### src/rtl/adder_pipe.sv
// Pipelined add/subtract unit with valid/ready on both sides; stage 1 computes, later stages only register.
// Optional saturation enabled by defining ADDER_PIPE_SAT_EN (adds the sat_en input).
module adder_pipe #(
  parameter int W      = 8,
  parameter int STAGES = 2,
  parameter int SIGNED = 0,
  parameter int TAG_W  = 4
) (
  input  logic             clk,
  input  logic             rst_n,
  input  logic             in_valid,
  output logic             in_ready,
  input  logic [W-1:0]     in_a,
  input  logic [W-1:0]     in_b,
  input  logic             in_op,
  input  logic [TAG_W-1:0] in_tag,
`ifdef ADDER_PIPE_SAT_EN
  input  logic             sat_en,
`endif
  output logic             out_valid,
  input  logic             out_ready,
  output logic [W:0]       out_data,
  output logic             out_ovf,
  output logic [TAG_W-1:0] out_tag
);

  logic [W:0]       a_x;
  logic [W:0]       b_x;
  logic [W:0]       res;
  logic [W:0]       res_final;
  logic             ovf;

  logic [STAGES:1]  v;
  logic [STAGES:1]  rdy;
  logic             rdy_acc;
  logic [STAGES:1]  ovf_q;
  logic [W:0]       data_q [1:STAGES];
  logic [TAG_W-1:0] tag_q  [1:STAGES];

  always_comb begin
    a_x = (SIGNED != 0) ? {in_a[W-1], in_a} : {1'b0, in_a};
    b_x = (SIGNED != 0) ? {in_b[W-1], in_b} : {1'b0, in_b};
    res = in_op ? (a_x - b_x) : (a_x + b_x);
    if (SIGNED != 0)
      ovf = res[W] ^ res[W-1];
    else
      ovf = in_op ? (in_a < in_b) : res[W];
    res_final = res;
`ifdef ADDER_PIPE_SAT_EN
    // The W+1-bit result is exact, so its top bit gives the true sign for clamping.
    if (sat_en && ovf) begin
      if (SIGNED != 0)
        res_final = res[W] ? {2'b11, {(W-1){1'b0}}} : {2'b00, {(W-1){1'b1}}};
      else
        res_final = in_op ? '0 : {1'b0, {W{1'b1}}};
    end
`endif
  end

  // Ready ripples back from the consumer: a stage accepts if it is empty or anything downstream moves.
  always_comb begin
    rdy     = '0;
    rdy_acc = out_ready;
    for (int unsigned j = 0; j < STAGES; j++) begin
      rdy_acc         = rdy_acc | ~v[STAGES-j];
      rdy[STAGES-j]   = rdy_acc;
    end
  end

  assign in_ready = rst_n & rdy[1];

  always_ff @(posedge clk or negedge rst_n) begin
    if (!rst_n) begin
      v     <= '0;
      ovf_q <= '0;
      for (int unsigned i = 1; i <= STAGES; i++) begin
        data_q[i] <= '0;
        tag_q[i]  <= '0;
      end
    end else begin
      if (rdy[1]) begin
        v[1] <= in_valid;
        if (in_valid) begin
          data_q[1] <= res_final;
          ovf_q[1]  <= ovf;
          tag_q[1]  <= in_tag;
        end
      end
      for (int unsigned i = 2; i <= STAGES; i++) begin
        if (rdy[i]) begin
          v[i] <= v[i-1];
          if (v[i-1]) begin
            data_q[i] <= data_q[i-1];
            ovf_q[i]  <= ovf_q[i-1];
            tag_q[i]  <= tag_q[i-1];
          end
        end
      end
    end
  end

  assign out_valid = v[STAGES];
  assign out_data  = data_q[STAGES];
  assign out_ovf   = ovf_q[STAGES];
  assign out_tag   = tag_q[STAGES];

endmodule
### config.mk
export PLATFORM = sky130hd
export DESIGN_NAME = adder_pipe
export DESIGN_NICKNAME = d
export VERILOG_FILES = /design/src/rtl/adder_pipe.sv
export SDC_FILE = /design/constraint.sdc
export NUM_CORES = 1
export LEC_CHECK = 0
export ABC_AREA = 1
export BUFFER_PORTS_ARGS = -buffer_cell sky130_fd_sc_hd__buf_4
export CAP_MARGIN = 20
export CORE_MARGIN = 2
export CORE_UTILIZATION = 31
export CTS_CLUSTER_DIAMETER = 150
export CTS_CLUSTER_SIZE = 14
export DETAILED_ROUTE_END_ITERATION = 12
export PLACE_DENSITY_LB_ADDON = 0.15
export SLEW_MARGIN = 15
export SYNTH_ARGS = -nofsm -noshare
export SYNTH_HDL_FRONTEND = slang
export SYNTH_SLANG_ARGS = --single-unit
### constraint.sdc
create_clock -name clk -period 1.3 [get_ports clk]
set_input_delay 0.13 -clock clk [delete_from_list [all_inputs] [get_ports clk]]
set_output_delay 0.13 -clock clk [all_outputs]
set_load 0.05 [all_outputs]
# Word-level counts from Yosys, hierarchy flattened
# Cells that the tools add are included.
# Widths: inputs -> output; s select.
# word_totals
ff_bits	30
input_bits	25
wordCells	20
# op_classes
mux	2
addsub	2
n_bitwise	5
order_cmp	1
n_reduce_logical	2
# ops
op	n
$add 8x8->9	1
$mux 9	1
$sub 8x8->9	1
$lt 8x8->1	1
$reduce_and 2->1	2
$not 1->1	2
$or 1x1->1	2
$and 1x1->1	1
$mux 1	1

# Longest topological paths before layout
# Gate-level depths: netlist of the first run.
# depth
depth_word	4
ltp_mapped	13
ltp_nobuf	13

# Worst setup path after synthesis of the first run
# OpenSTA, ideal clock, no wires.
# synth_timing
path_kind	register -> register
from	register v[2] in the netlist's numbering
to	register data_q (netlist bit out_data[0])
arrival_ns	1.386
path_slack_ns	-0.211
stages_incl_launch_ff	5
t_required_ns	1.175
period_less_slack_ns	1.511
setup_ns	0.125
cell_sequence	dfrtp_1 -> nand2_1 -> nand2_1 -> buf_2 -> mux2_2
# synth_between
elab_chain_cells	3
# synth_rtl
item	line	rtl
start, declared	33	logic [STAGES:1] v;
start signal, assigned by index	91	v[i] <= v[i-1];
$not 1->1	65	rdy_acc = rdy_acc | ~v[STAGES-j];
$or 1x1->1	65	
$reduce_and 2->1 (no line)	--	
end signal, assigned by index	93	data_q[i] <= data_q[i-1];
end, declared	37	logic [W:0] data_q [1:STAGES];
# Every way passes these cells.
# A chain may end at the register's enable or synchronous reset.

# Worst setup path in the final report of the first run
# layout_timing
from	register v[1] in the netlist's numbering
to	output in_ready
# layout_between
elab_chain_cells	3
# layout_rtl
item	line	rtl
$not 1->1	65	
$or 1x1->1	65	
$and 1x1->1	70	assign in_ready = rst_n & rdy[1];
end, declared	12	output logic in_ready,
# Every way passes these cells.

==> summary.md, run 1 <==
The flow ran to the end, and the final reports show no timing, DRC or antenna violations. The final layout contains 338 nets. The smallest clock period supported by the final layout is computed as 1.24 ns. For this run, the detailed router's first-pass iteration total came to 4. After synthesis the netlist holds a flip-flop and latch count of 30.

The max-capacitance violation count is 0, and the overall overflow remaining after global route is 0. The number of antenna-violating nets in the routed design was 0; the cell area power density was 1520 nW/um^2. The warning count from the yosys run came out at 0.

The combinational family with the most area after synthesis is simple AND/OR/NAND/NOR gates. For this design the top-level I/O count stands at 41. Ratio of cells with drive above 1 in the final layout: 33.1%. The tools report the overall power consumption as 3.87 mW. The core region is 6310 um^2.

After detailed routing, the number of vias per cell comes to 4.29. The simple logic cell fraction of the synthesized area was 23.1%; the average size of a mapped cell was 7.90 um^2. The endpoint kind of the worst setup timing path is an output pin. Input and output buffers added on the ports amount to 40. The logs give 713 for the total of fill cells in the finished design and 3130 um for the post-DP HPWL. In this run the register-to-register setup slack is 0.16 ns.

The maximum number of buffers from clock root to sink is 2, and the count of distinct cell types in the synthesized netlist is 26. The global-route total usage across every layer was 11.7%; the adder-cell share of the synthesized area was 11.9%. Of the total synthesized cell area, the portion taken by XOR and XNOR cells is 0.433%.

The worst endpoint required time came out at 1.17 ns. The tools report the number of nets produced by synthesis as 299. For this configuration, the core starts out at a cell density of 32.0%. The worst-case IR drop observed on VDD is 0.981 mV. The floorplan step set the die height to 84.8 um. Dividing the final minimum period by the clock period gives 95.7%. The logs give 0.0649 ns for the worst hold margin and 0.804 GHz for the maximum frequency from static timing analysis. In the final routed layout, each cell accounts on average for 10.4 um.

For the pin with the worst max-slew slack, the measured transition is 0.370 ns. At the placement stage, the worst setup path has a slack of -0.239 ns. The floorplan has 29 rows.

The H-tree generated during clock tree synthesis spans 2 levels. The worst slew slack as a fraction of its limit is 75.3%, and the maximum clock skew at final layout is 0.00733 ns. The logs give 1601 for the total number of vias and 6890 um for the global-route wire length before repair.

The number of antenna diodes in the final layout is 0. For this design the static power due to leakage is 1.35 nW. The area growth from synthesis to layout works out to 26.0%. At the end of routability-driven placement, the weighted congestion stood at 0.796. The tree is rooted in a sky130_fd_sc_hd__clkbuf_8.

The worst setup path is launched from a flip-flop. For the via count of the first global-routing pass, the log shows 1568. Largest net degree at the start of global routing: 31. The run gives 0 as the initial antenna violation count.

Wires add up to 3880 um. The clock insertion delay at the later pin of the skew report is 0.27 ns. The worst hold path belongs to the class in2reg. In this run, CTS created clock tree buffers numbering 5. The post-layout worst setup margin is 0.0564 ns. The critical path in this run is classified as reg2out. TritonCTS built the clock tree.

Counting every instance in the synthesized netlist gives 256. Clock-pin slew was measured on the worst setup and hold paths at 0.06 ns. Data on the critical path arrives at its endpoint at 1.11 ns. The area fraction in compound gates after synthesis works out to 8.60%. Number of failing hold endpoints at the final stage: 0.

The number of max-slew violations in the final report is 0, and the setup total negative slack is 0 ns. The detailed router finished its first iteration with 69 violations. Along the worst path, the maximum fanout reaches 3. After synthesis, the share of cell area in mux cells is 4.46%.

The die covers 7180 um^2. The number of clock sinks is 30. After clock tree synthesis, the setup repair step added 0 buffers.

The die is 84.8 um wide. The count of endpoints failing setup in the final report is 0, and the combined area of the multi-input logic cells is 1040 um^2. Sequential elements use 37.1% of the synthesized area. Across the whole layout, storage elements account for 752 um^2. Synthesized area: 2020 um^2. After detailed routing, the number of remaining DRC violations is 0.
==> cell usage in the layout, fill, tap and decap left out, types with 2 or more instances in the layout <==
cell,synthesis,final
sky130_fd_sc_hd__inv_4,0,2
sky130_fd_sc_hd__buf_4,15,50
sky130_fd_sc_hd__dfrtp_1,30,29
sky130_fd_sc_hd__fa_2,0,2
sky130_fd_sc_hd__ha_4,0,2
sky130_fd_sc_hd__mux2_2,8,8
sky130_fd_sc_hd__o21ai_1,7,7
sky130_fd_sc_hd__clkbuf_1,1,2
sky130_fd_sc_hd__or2_1,2,2
sky130_fd_sc_hd__ha_1,16,11
sky130_fd_sc_hd__a21oi_2,5,5
sky130_fd_sc_hd__nand3_1,14,13
sky130_fd_sc_hd__inv_1,34,29
sky130_fd_sc_hd__a21oi_1,3,3
sky130_fd_sc_hd__o21ai_0,10,10
sky130_fd_sc_hd__nand2_1,75,71
sky130_fd_sc_hd__inv_2,3,5
sky130_fd_sc_hd__o211ai_1,2,2
sky130_fd_sc_hd__nand2_2,6,9
sky130_fd_sc_hd__ha_2,0,3
sky130_fd_sc_hd__nor2_1,13,13
sky130_fd_sc_hd__clkbuf_8,1,5
==> flip-flops by register name, summed over array words and instances, names as in the netlist <==
name / cells
data_q: 9
out_data: 9
out_tag: 4
ovf_q: 2
tag_q: 4
v: 2
==> worst max-delay path: stages (launching register included) <==
cell and delay (ns):
sky130_fd_sc_hd__dfrtp_1 0.40, sky130_fd_sc_hd__nand3_1 0.13, sky130_fd_sc_hd__nand2_1 0.08, sky130_fd_sc_hd__inv_1 0.05, sky130_fd_sc_hd__buf_4 0.18
==> layer usage <==
layer  vias to the layer above  share of wire (%)  track usage (%)
li1                        858                  -                -
met1                       706                 48             15.8
met2                        31                 46             18.6
met3                         6                4.1             2.46
met4                         0                1.6             4.33
met5                         -                  0                0
==> synth_stat cells (all sizes together) <==
master / number / area (um^2)
dfrtp: 30 / 751
nor2: 13 / 48.8
o21bai: 1 / 7.51
o21ai: 17 / 85.1
a21oi: 8 / 58.8
nand2: 81 / 319
mux2: 8 / 90.1
clkbuf: 2 / 17.5
o211ai: 2 / 15.0
nor3: 2 / 10.0
inv: 37 / 139
xor2: 1 / 8.76
or2: 2 / 12.5
fa: 2 / 40.0
ha: 16 / 200
a21boi: 1 / 7.51
nand3b: 1 / 7.51
nand3: 14 / 70.1
buf: 18 / 134
==> stage by stage <==
stage	utilization, %	std cells	instance area (um^2)
after CTS	39.8	373	2510
after global placement	37.9	364	2390
after global routing	40.3	373	2550
after detailed placement	37.9	364	2390
final	40.3	373	2550
after floorplan	-	256	2070
==> cell families after synthesis <==
| logic type | Yosys count |
|---|---|
| compound gates | 29 |
| xor+xnor | 1 |
| fa+ha+maj | 18 |
| buf+inv | 57 |
| flops | 30 |
| mux | 8 |
| simple gates | 113 |
==> layout make-up <==
type	count	share of cell area [%]
Clock buffer	7	3.00
Clock inverter	1	1.18
Inverter	37	5.84
Multi-Input combinational cell	169	41.0
Sequential cell	30	29.5
Tap cell	77	3.78
Timing Repair Buffer	52	15.7
==> what timing repair did <==
item,4_1_cts,5_1_grt
resized for setup,0,15
hold buffers,1,0
endpoints found under the hold margin,30,0
setup endpoints to repair,0,8
==> where the power goes <==
group	total [mW]	internal, mW	leakage [nW]	switching [mW]
Combinational	1.68	0.590	0.930	1.09
Sequential	1.31	1.19	0.363	0.126
Clock	0.881	0.572	0.0524	0.308
Total	3.87	2.35	1.35	1.52
==> path summary, 6_finish.rpt <==
| path | end | cells past startpoint | from |
|---|---|---|---|
| max in group asynchronous | v[2] | 3 | rst_n |
| worst max-delay path | in_ready | 4 | v[1] |
| worst min-delay path | tag_q[7] | 3 | in_tag[3] |
| worst max register to register | data_q[17] | 5 | v[1] |
| min in group asynchronous | out_data[2] | 3 | rst_n |
| worst min register to register | data_q[15] | 2 | data_q[15] |
(Power assumes the default switching activity.)
==> run 2, diff against run 1 <==
Settings changed: ABC_AREA 1 to default, RECOVER_POWER from default to 100.
==> run 2 against run 1 <==
Against the previous run: the run now ends with negative setup slack left; final area up 8.3%; die area is 1.9% lower; register-to-register slack got worse by 0.19 ns; synthesized cell count shrank 26%; synthesized area fell by 2.0%; clock power down 20%; clock-buffer cell count shrank 1; largest power group unchanged.
==> summary.md, run 2 <==
The flow ran to the end, but the final reports show violations. The final reports fail on negative setup slack. The run gives 2.16 mW (was 2.35 mW) as the total internal power. The biggest fanout along the worst timing path is 3 (unchanged), and the slew of the pin with the lowest slew margin is 0.765 ns (was 0.370 ns). The number of top-level pins is 41 (unchanged). The clock slew at the register clock pins of the worst setup and hold paths was 0.07 ns (was 0.06 ns). The worst endpoint required time was 1.48 ns (was 1.17 ns).

The total wirelength of the detailed-routed design was 4260 um (was 3880 um). Setup repair after global routing could not meet its margin everywhere. The post-layout net count was 291 (was 338).

The tools report the startpoint class of the critical path as an input port (was a flip-flop). The number of enable flip-flop cells after synthesis came out at 0 (unchanged). The flip-flop cell with the highest count after synthesis is sky130_fd_sc_hd__dfrtp_1 (unchanged).

The run gives 16 (was 69) as the DRC violation total after the first TritonRoute iteration. The via count normalized by instance count came out at 4.48 (was 4.29). The run gives 6280 um^2 (was 6310 um^2) as the standard cell core area. The maximum frequency from static timing analysis is 0.654 GHz (was 0.804 GHz), and the post-DP HPWL is 3230 um (was 3130 um). The switching share of power came out at 39.2% (was 39.3%).

The worst hold margin is 0.0691 ns (was 0.0649 ns). The die span in y was 84.0 um (was 84.8 um). Combined flip-flop and latch cell area: 752 um^2 (unchanged).

The run gives 0.794 (was 0.796) as the final weighted congestion of routability-driven global placement. The share of synthesized registers carrying an async set or reset was 100% (unchanged). Overall overflow remaining after global route: 0 (unchanged). The site row count came out at 29 (unchanged). The logs give 1.32 nW (was 1.35 nW) for the leakage power and 0 (unchanged) for the number of antenna-violating nets in the routed design. Main area contributors after synthesis: sky130_fd_sc_hd__dfrtp_1, sky130_fd_sc_hd__mux2_2, sky130_fd_sc_hd__ha_1 (was sky130_fd_sc_hd__dfrtp_1, sky130_fd_sc_hd__nand2_1, sky130_fd_sc_hd__ha_1).

The run gives 0 (unchanged) as the post-route DRC violation count. The clock tree root driver cell is sky130_fd_sc_hd__clkbuf_8 (unchanged). The logs give 4 (unchanged) for the count of TritonRoute iterations in the first routing pass and 5 (unchanged) for the TritonCTS buffer count. For the initial antenna violation count, the log shows 0 (unchanged). The tools report the worst slew slack as a fraction of its limit as 49.0% (was 75.3%).

The library cell with the largest summed area after synthesis is sky130_fd_sc_hd__dfrtp_1 (unchanged). The global-route wire length before repair is 7310 um (was 6890 um), and the final period utilization is 118% (was 95.7%). The endpoint kind of the worst setup timing path was a flip-flop (was an output pin). The final design utilization is 44.0% (was 40.3%), and the total of fill cells in the finished design is 626 (was 713). The class of the tightest hold or removal check was in2reg (unchanged).

Number of clock sinks: 30 (unchanged). Leading cell type in the layout, fill and taps excluded: sky130_fd_sc_hd__buf_4 (was sky130_fd_sc_hd__nand2_1). Part of the power in the clock network: 19.9% (was 22.7%).

For the switching power total, the log shows 1.39 mW (was 1.52 mW). TritonCTS built the clock tree. The count of distinct cell types in the synthesized netlist came out at 50 (was 26). The run gives 233 (was 299) as the number of nets produced by synthesis. The post-detailed-route wirelength per cell came out at 13.1 um (was 10.4 um). The run gives 0.28 ns (was 0.27 ns) as the clock insertion delay at the later pin of the skew report. The cell area power density came out at 1290 nW/um^2 (was 1520 nW/um^2). For the count of endpoints failing setup in the final report, the log shows 7 (was 0).

Ratio of cells with drive above 1 in the final layout: 50.6% (was 33.1%). The logs give 43.9% (was 43.3%) for the share of power burned in combinational logic and 0 (unchanged) for the warning count from the yosys run. The maximum number of buffers from clock root to sink was 2 (unchanged); the worst setup slack before clock tree synthesis was -0.633 ns (was -0.239 ns). The dominant cell by count in the synthesized netlist was sky130_fd_sc_hd__dfrtp_1 (was sky130_fd_sc_hd__nand2_1). The area share of the largest cell type after synthesis is 37.9% (was 37.1%).

The run gives 31.6% (was 32.0%) as the effective utilization at floorplan. The logs give 0.882 mV (was 0.981 mV) for the maximum vdd drop and 314 (was 364) for the number of placed instances, taps included. Time the final worst path needs with I/O delays and setup: 1.53 ns (was 1.24 ns).

Count of port buffers added during placement: 40 (unchanged). The synthesized area was 1980 um^2 (was 2020 um^2). The post-layout worst setup margin is -0.229 ns (was 0.0564 ns), and the largest net degree at the start of global routing is 31 (unchanged). The run gives 0 (unchanged) as the max-capacitance violation count. The average size of a mapped cell works out to 10.4 um^2 (was 7.90 um^2).

The run gives 7050 um^2 (was 7180 um^2) as the floorplan die area. The logs give 1.71 ns (was 1.11 ns) for the arrival time reported for the critical path endpoint and 37.9% (was 37.1%) for the share of synthesized area occupied by flip-flops and latches. The logs give 1210 um^2 (was 1040 um^2) for the combined area of the multi-input logic cells and 1520 (was 1568) for the via count of the first global-routing pass. The run gives 0.00941 ns (was 0.00733 ns) as the maximum clock skew at final layout.

Commonest cells after routing, fill and taps aside: sky130_fd_sc_hd__buf_4, sky130_fd_sc_hd__dfrtp_1, sky130_fd_sc_hd__clkbuf_2 (was sky130_fd_sc_hd__nand2_1, sky130_fd_sc_hd__buf_4, sky130_fd_sc_hd__inv_1, sky130_fd_sc_hd__dfrtp_1). Most common library cells after synthesis: sky130_fd_sc_hd__dfrtp_1, sky130_fd_sc_hd__mux2_2, sky130_fd_sc_hd__ha_1, sky130_fd_sc_hd__inv_1, sky130_fd_sc_hd__buf_4 (was sky130_fd_sc_hd__nand2_1, sky130_fd_sc_hd__inv_1, sky130_fd_sc_hd__dfrtp_1, sky130_fd_sc_hd__ha_1, sky130_fd_sc_hd__buf_4). The tools report the cell count after synthesis as 190 (was 256). Number of standard cells in the final layout excluding fillers: 326 (was 373). For the total number of vias, the log shows 1462 (was 1601).

The logs give 12.9% (was 11.7%) for the global-route total usage across every layer and 36.2% (was 34.0%) for the sequential power share. The number of max-slew violations in the final report is 0 (unchanged), and the area growth from synthesis to layout is 39.2% (was 26.0%). The number of storage elements in the synthesis netlist was 30 (unchanged). For the number of failing hold endpoints at the final stage, the log shows 0 (unchanged).

For the count of antenna diodes in the layout, the log shows 0 (unchanged). The type of the worst setup path was in2reg (was reg2out). The horizontal die dimension is 84.0 um (was 84.8 um). The level count of the clock H-tree came out at 2 (unchanged).
[run 2: cell count changes after synthesis, moves of 3 or more]
cell	change
sky130_fd_sc_hd__nand2_2	-6
sky130_fd_sc_hd__nor2_1	-3
sky130_fd_sc_hd__inv_1	-18
sky130_fd_sc_hd__a21oi_2	-5
sky130_fd_sc_hd__nand3_1	-11
sky130_fd_sc_hd__a21oi_1	+3
sky130_fd_sc_hd__mux2_2	+10
sky130_fd_sc_hd__o21ai_1	-5
sky130_fd_sc_hd__buf_2	+3
sky130_fd_sc_hd__nand2b_1	+8
sky130_fd_sc_hd__nand2_1	-65
sky130_fd_sc_hd__o21ai_0	-4
[run 2: critical path, cell delays in order]
cell and delay, ns:
sky130_fd_sc_hd__buf_8 0.08, sky130_fd_sc_hd__clkinvlp_4 0.13, sky130_fd_sc_hd__fa_2 0.40, sky130_fd_sc_hd__o21ba_4 0.21
sky130_fd_sc_hd__o21bai_4 0.15, sky130_fd_sc_hd__a2111oi_4 0.10, sky130_fd_sc_hd__or4_4 0.43, sky130_fd_sc_hd__o311ai_1 0.08
[run 2: per-stage QoR]
step | TNS [ns] | power [mW] | area [um^2]
after floorplan | -2.19 | 2.56 | 2140
after global placement | -3.29 | 2.88 | 2590
after detailed placement | -3.39 | 2.90 | 2590
after CTS | -0.913 | 3.68 | 2780
after global routing | -2.06 | 3.77 | 2760
final | -0.938 | 3.55 | 2760
[run 2: timing repair]
item                                    in CTS  in global routing
cloned                                       0                  1
pin swaps                                    8                  1
hold buffers                                 1                  0
endpoints found under the setup margin       7                 28
setup buffers                                2                  1
gates resized for setup                     18                  4
endpoints found under the hold margin       30                  0
[run 2: layout make-up]
class                   instances  area share (%)
repair buffers                 72            19.7
inverters                      17            2.63
clock buffers                   6            2.63
well taps                      77            3.49
flip-flops and latches         30            27.3
multi-input cells             122            43.9
clock inverters                 2           0.363
[run 2: cell families after synthesis]
family,count (synthesis),synth area share [%]
xor gates and xnor gates,3,1.33
AOI/OAI and AO/OA,41,16.5
muxes,20,11.2
buffers and inverters,38,10.7
and+or+nand+nor,40,10.2
adders and majority gates,18,12.1
DFF,30,37.9
[run 2: final timing paths]
check / startpoint / to / slack [ns] / cells past startpoint
worst max-delay path: in_b[1] / ovf_q[1] / -0.23 / 8
worst min-delay path: in_valid / v[1] / 0.07 / 2
worst max register to register: v[2] / data_q[15] / -0.03 / 6
worst min register to register: data_q[11] / data_q[11] / 0.48 / 2
max in group asynchronous: rst_n / v[2] / 0.16 / 3
min in group asynchronous: rst_n / out_tag[3] / 0.62 / 3
[run 2: power groups by stage]
stage / registers, mW / logic [mW] / clock network (mW)
6_report: 1.29 / 1.56 / 0.706
5_1_grt: 1.31 / 1.67 / 0.786
4_1_cts: 1.29 / 1.65 / 0.735
3_3_place_gp: 1.30 / 1.59 / 0
3_5_place_dp: 1.31 / 1.59 / 0
2_1_floorplan: 1.30 / 1.26 / 0
[run 2: per-layer routing]
layer	GRT usage [%]	share of wire (%)	up-vias
met2	19.9	45	32
met5	0	0	-
met3	2.77	3.3	6
li1	-	-	766
met1	18.0	50	658
met4	3.96	1.3	0
==> run 3, diff against run 2 <==
Settings changed: SKIP_CTS_REPAIR_TIMING from default to 1.
==> run 3 against run 2 <==
Against the previous run: the flow still finishes with violations (negative setup slack); first-iteration DRC count is 69% higher; via count grew 0.96%; sequential power about the same; die area unchanged; combinational power increased by 3%; clock skew about the same; clock-buffer cell count did not move; flip-flop and latch count did not move; critical path depth rose by 2; setup slack better by 0.0012 ns; total power rose by 1.3%; non-clock buffer count is 1 higher.
==> summary.md, run 3 (synthesized netlist as in run 2, its figures left out) <==
The flow ran to the end, but the final reports show violations. Violations in the final reports: negative setup slack (unchanged). The count of endpoints failing setup in the final report was 7 (unchanged). The run gives 6280 um^2 (unchanged) as the standard cell core area.

The worst slew slack as a fraction of its limit is 49.9% (was 49.0%), and the post-DP HPWL is 3230 um (unchanged). The logs give 1.74 ns (was 1.71 ns) for the arrival time reported for the critical path endpoint and 31 (unchanged) for the largest net degree at the start of global routing. TritonCTS buffer count: 5 (unchanged). The busiest layer in global routing was met2 (unchanged). The number of antenna-violating nets in the routed design is 0 (unchanged), and the post-route DRC violation count is 0 (unchanged). The number of max-slew violations in the final report was 0 (unchanged); the count of port buffers added during placement was 40 (unchanged).

The setup total negative slack was -1.03 ns (was -0.938 ns). The time the final worst path needs with I/O delays and setup was 1.53 ns (about the same); the max-capacitance violation count was 0 (unchanged). The final period utilization came out at 118% (about the same).

The horizontal die dimension came out at 84.0 um (unchanged). The run gives 292 (was 291) as the post-layout net count. The post-place instance area came out at 2590 um^2 (unchanged).

Type of the worst setup path: in2reg (unchanged). The run gives 0 (unchanged) as the count of antenna diodes in the layout. The tools report the number of clock sinks as 30 (unchanged). Die span in y: 84.0 um (unchanged). The maximum clock skew at final layout is 0.00954 ns (was 0.00941 ns). Cell with the largest stage delay on the worst path: sky130_fd_sc_hd__fa_2 (was sky130_fd_sc_hd__or4_4). The run gives 1.51 ns (was 1.48 ns) as the worst endpoint required time. Source of the worst register-to-register timing path: v[2] (unchanged). Setup repair after global routing could not meet its margin everywhere. The overall overflow remaining after global route is 0 (unchanged). The leading cell type in the layout, fill and taps excluded was sky130_fd_sc_hd__buf_4 (unchanged).

Commonest cells after routing, fill and taps aside: sky130_fd_sc_hd__buf_4, sky130_fd_sc_hd__dfrtp_1, sky130_fd_sc_hd__clkbuf_2, sky130_fd_sc_hd__inv_1, sky130_fd_sc_hd__mux2_4 (was sky130_fd_sc_hd__buf_4, sky130_fd_sc_hd__dfrtp_1, sky130_fd_sc_hd__clkbuf_2). The site row count was 29 (unchanged). The tools report the endpoint kind of the worst setup timing path as a flip-flop (unchanged).

The post-detailed-route wirelength per cell works out to 13.1 um (about the same). The critical path's largest stage delay is 0.33 ns (was 0.43 ns). TritonCTS built the clock tree. For the number of standard cells in the final layout excluding fillers, the log shows 327 (was 326). Last element of the critical path: data_q[15] (was ovf_q[1]).

The clock slew at the register clock pins of the worst setup and hold paths works out to 0.07 ns (about the same). For the post-layout worst setup margin, the log shows -0.228 ns (was -0.229 ns). The tools report the number of top-level pins as 41 (unchanged). The global-route total usage across every layer came out at 12.7% (was 12.9%).

The area growth from synthesis to layout is 42.7% (was 39.2%), and the biggest fanout along the worst timing path is 2 (was 3). The initial antenna violation count was 0 (unchanged); the ratio of cells with drive above 1 in the final layout was 52.0% (was 50.6%). The maximum number of buffers from clock root to sink is 2 (unchanged), and the register-to-register setup slack is -0.06 ns (was -0.03 ns).

The logs give 2.77% (unchanged) for the fraction of met3 tracks used by global routing and 1476 (was 1462) for the total number of vias. The logs give 314 (unchanged) for the number of placed instances, taps included and 0 (unchanged) for the number of failing hold endpoints at the final stage. The logs give 7200 um (was 7310 um) for the global-route wire length before repair and 17.9% (was 18.0%) for the global-route met1 utilization. The tools report the startpoint class of the critical path as an input port (unchanged).

For the level count of the clock H-tree, the log shows 2 (unchanged). The run gives 19.4% (was 19.9%) as the routing usage on met2. The reg-to-reg critical path endpoint was ovf_q[1] (was data_q[15]).

The tools report the DRC violation total after the first TritonRoute iteration as 27 (was 16). The logs give 1.34 nW (was 1.32 nW) for the leakage power and 0.884 mV (was 0.882 mV) for the maximum vdd drop. Class of the tightest hold or removal check: in2reg (unchanged). Worst setup slack before clock tree synthesis: -0.633 ns (unchanged). The logs give 31.6% (unchanged) for the effective utilization at floorplan and 4 (unchanged) for the count of TritonRoute iterations in the first routing pass. The clock tree root driver cell was sky130_fd_sc_hd__clkbuf_8 (unchanged).

The clock insertion delay at the later pin of the skew report was 0.28 ns (about the same). The summed area of non-filler cells in the final layout was 2830 um^2 (was 2760 um^2); the slew of the pin with the lowest slew margin was 0.751 ns (was 0.765 ns). The via count of the first global-routing pass came out at 1486 (was 1520). The start point of the critical path is in_a[0] (was in_b[1]). The final weighted congestion of routability-driven global placement is 0.794 (unchanged), and the floorplan die area is 7050 um^2 (unchanged).

The via count normalized by instance count was 4.51 (was 4.48); the depth of the most critical reg-to-reg path was 4 (was 6). The maximum frequency from static timing analysis came out at 0.654 GHz (about the same). The overall power consumption was 3.60 mW (was 3.55 mW); the cell area power density was 1270 nW/um^2 (was 1290 nW/um^2).

Cell-by-cell trace of the critical path: buf_8, clkinv_4, ha_4, inv_2, fa_2, a21o_1, a31o_1, a22o_1, a2111o_1, nand3_1 (was buf_8, clkinvlp_4, fa_2, o21ba_4, o21bai_4, a2111oi_4, or4_4, o311ai_1). The total wirelength of the detailed-routed design is 4270 um (was 4260 um).
-- run 3: changes by cell type in the layout (fill, tap and decap cells not counted), sizes merged --
cell | before | now
inv | 16 | 15
buf | 51 | 52
clkinv | 2 | 3
-- run 3: worst min path at each step --
stage             start         end  slack (ns)  depth (start not counted)
4_1_cts           rst_n    tag_q[7]       -0.12                          2
3_3_place_gp      rst_n  out_tag[0]        0.19                          2
5_1_grt        in_valid        v[1]        0.06                          2
2_1_floorplan     rst_n  data_q[10]       -0.17                          0
3_5_place_dp      rst_n    tag_q[4]        0.19                          2
6_report       in_valid        v[1]        0.06                          2
-- run 3: through the flow --
step / hold slack, ns / utilization (%)
4_1_cts: -0.121 / 42.6
6_report: 0.0605 / 45.0
5_1_grt: 0.0554 / 45.0
3_5_place_dp: 0.186 / 41.3
3_3_place_gp: 0.192 / 41.3
2_1_floorplan: -0.166 / -
-- run 3: metal layers --
layer	up-vias	share of wire (%)
met3	4	4.0
met4	0	1.1
met1	664	50
li1	769	-
met2	39	44
met5	-	0
-- run 3: power breakdown --
group | internal [mW] | leakage (nW) | total (mW) | switching, mW
registers | 1.16 | 0.360 | 1.29 | 0.131
clock network | 0.370 | 0.0450 | 0.709 | 0.339
logic | 0.661 | 0.937 | 1.60 | 0.942
-- run 3: worst max-delay path, delay by kind of cell --
family          cells  cell delay [ns]
compound gates      4             0.89
buf+inv             3             0.17
fa+ha+maj           2             0.45
simple gates        1             0.08
-- run 3: final cells by class --
cell class	count	area, um^2
fill	616	3450
multi-input combinational	122	1250
sequential	30	752
timing repair buffer	73	576
tap	77	96.3
clock buffer	6	72.6
inverter	17	72.6
clock inverter	2	10.0
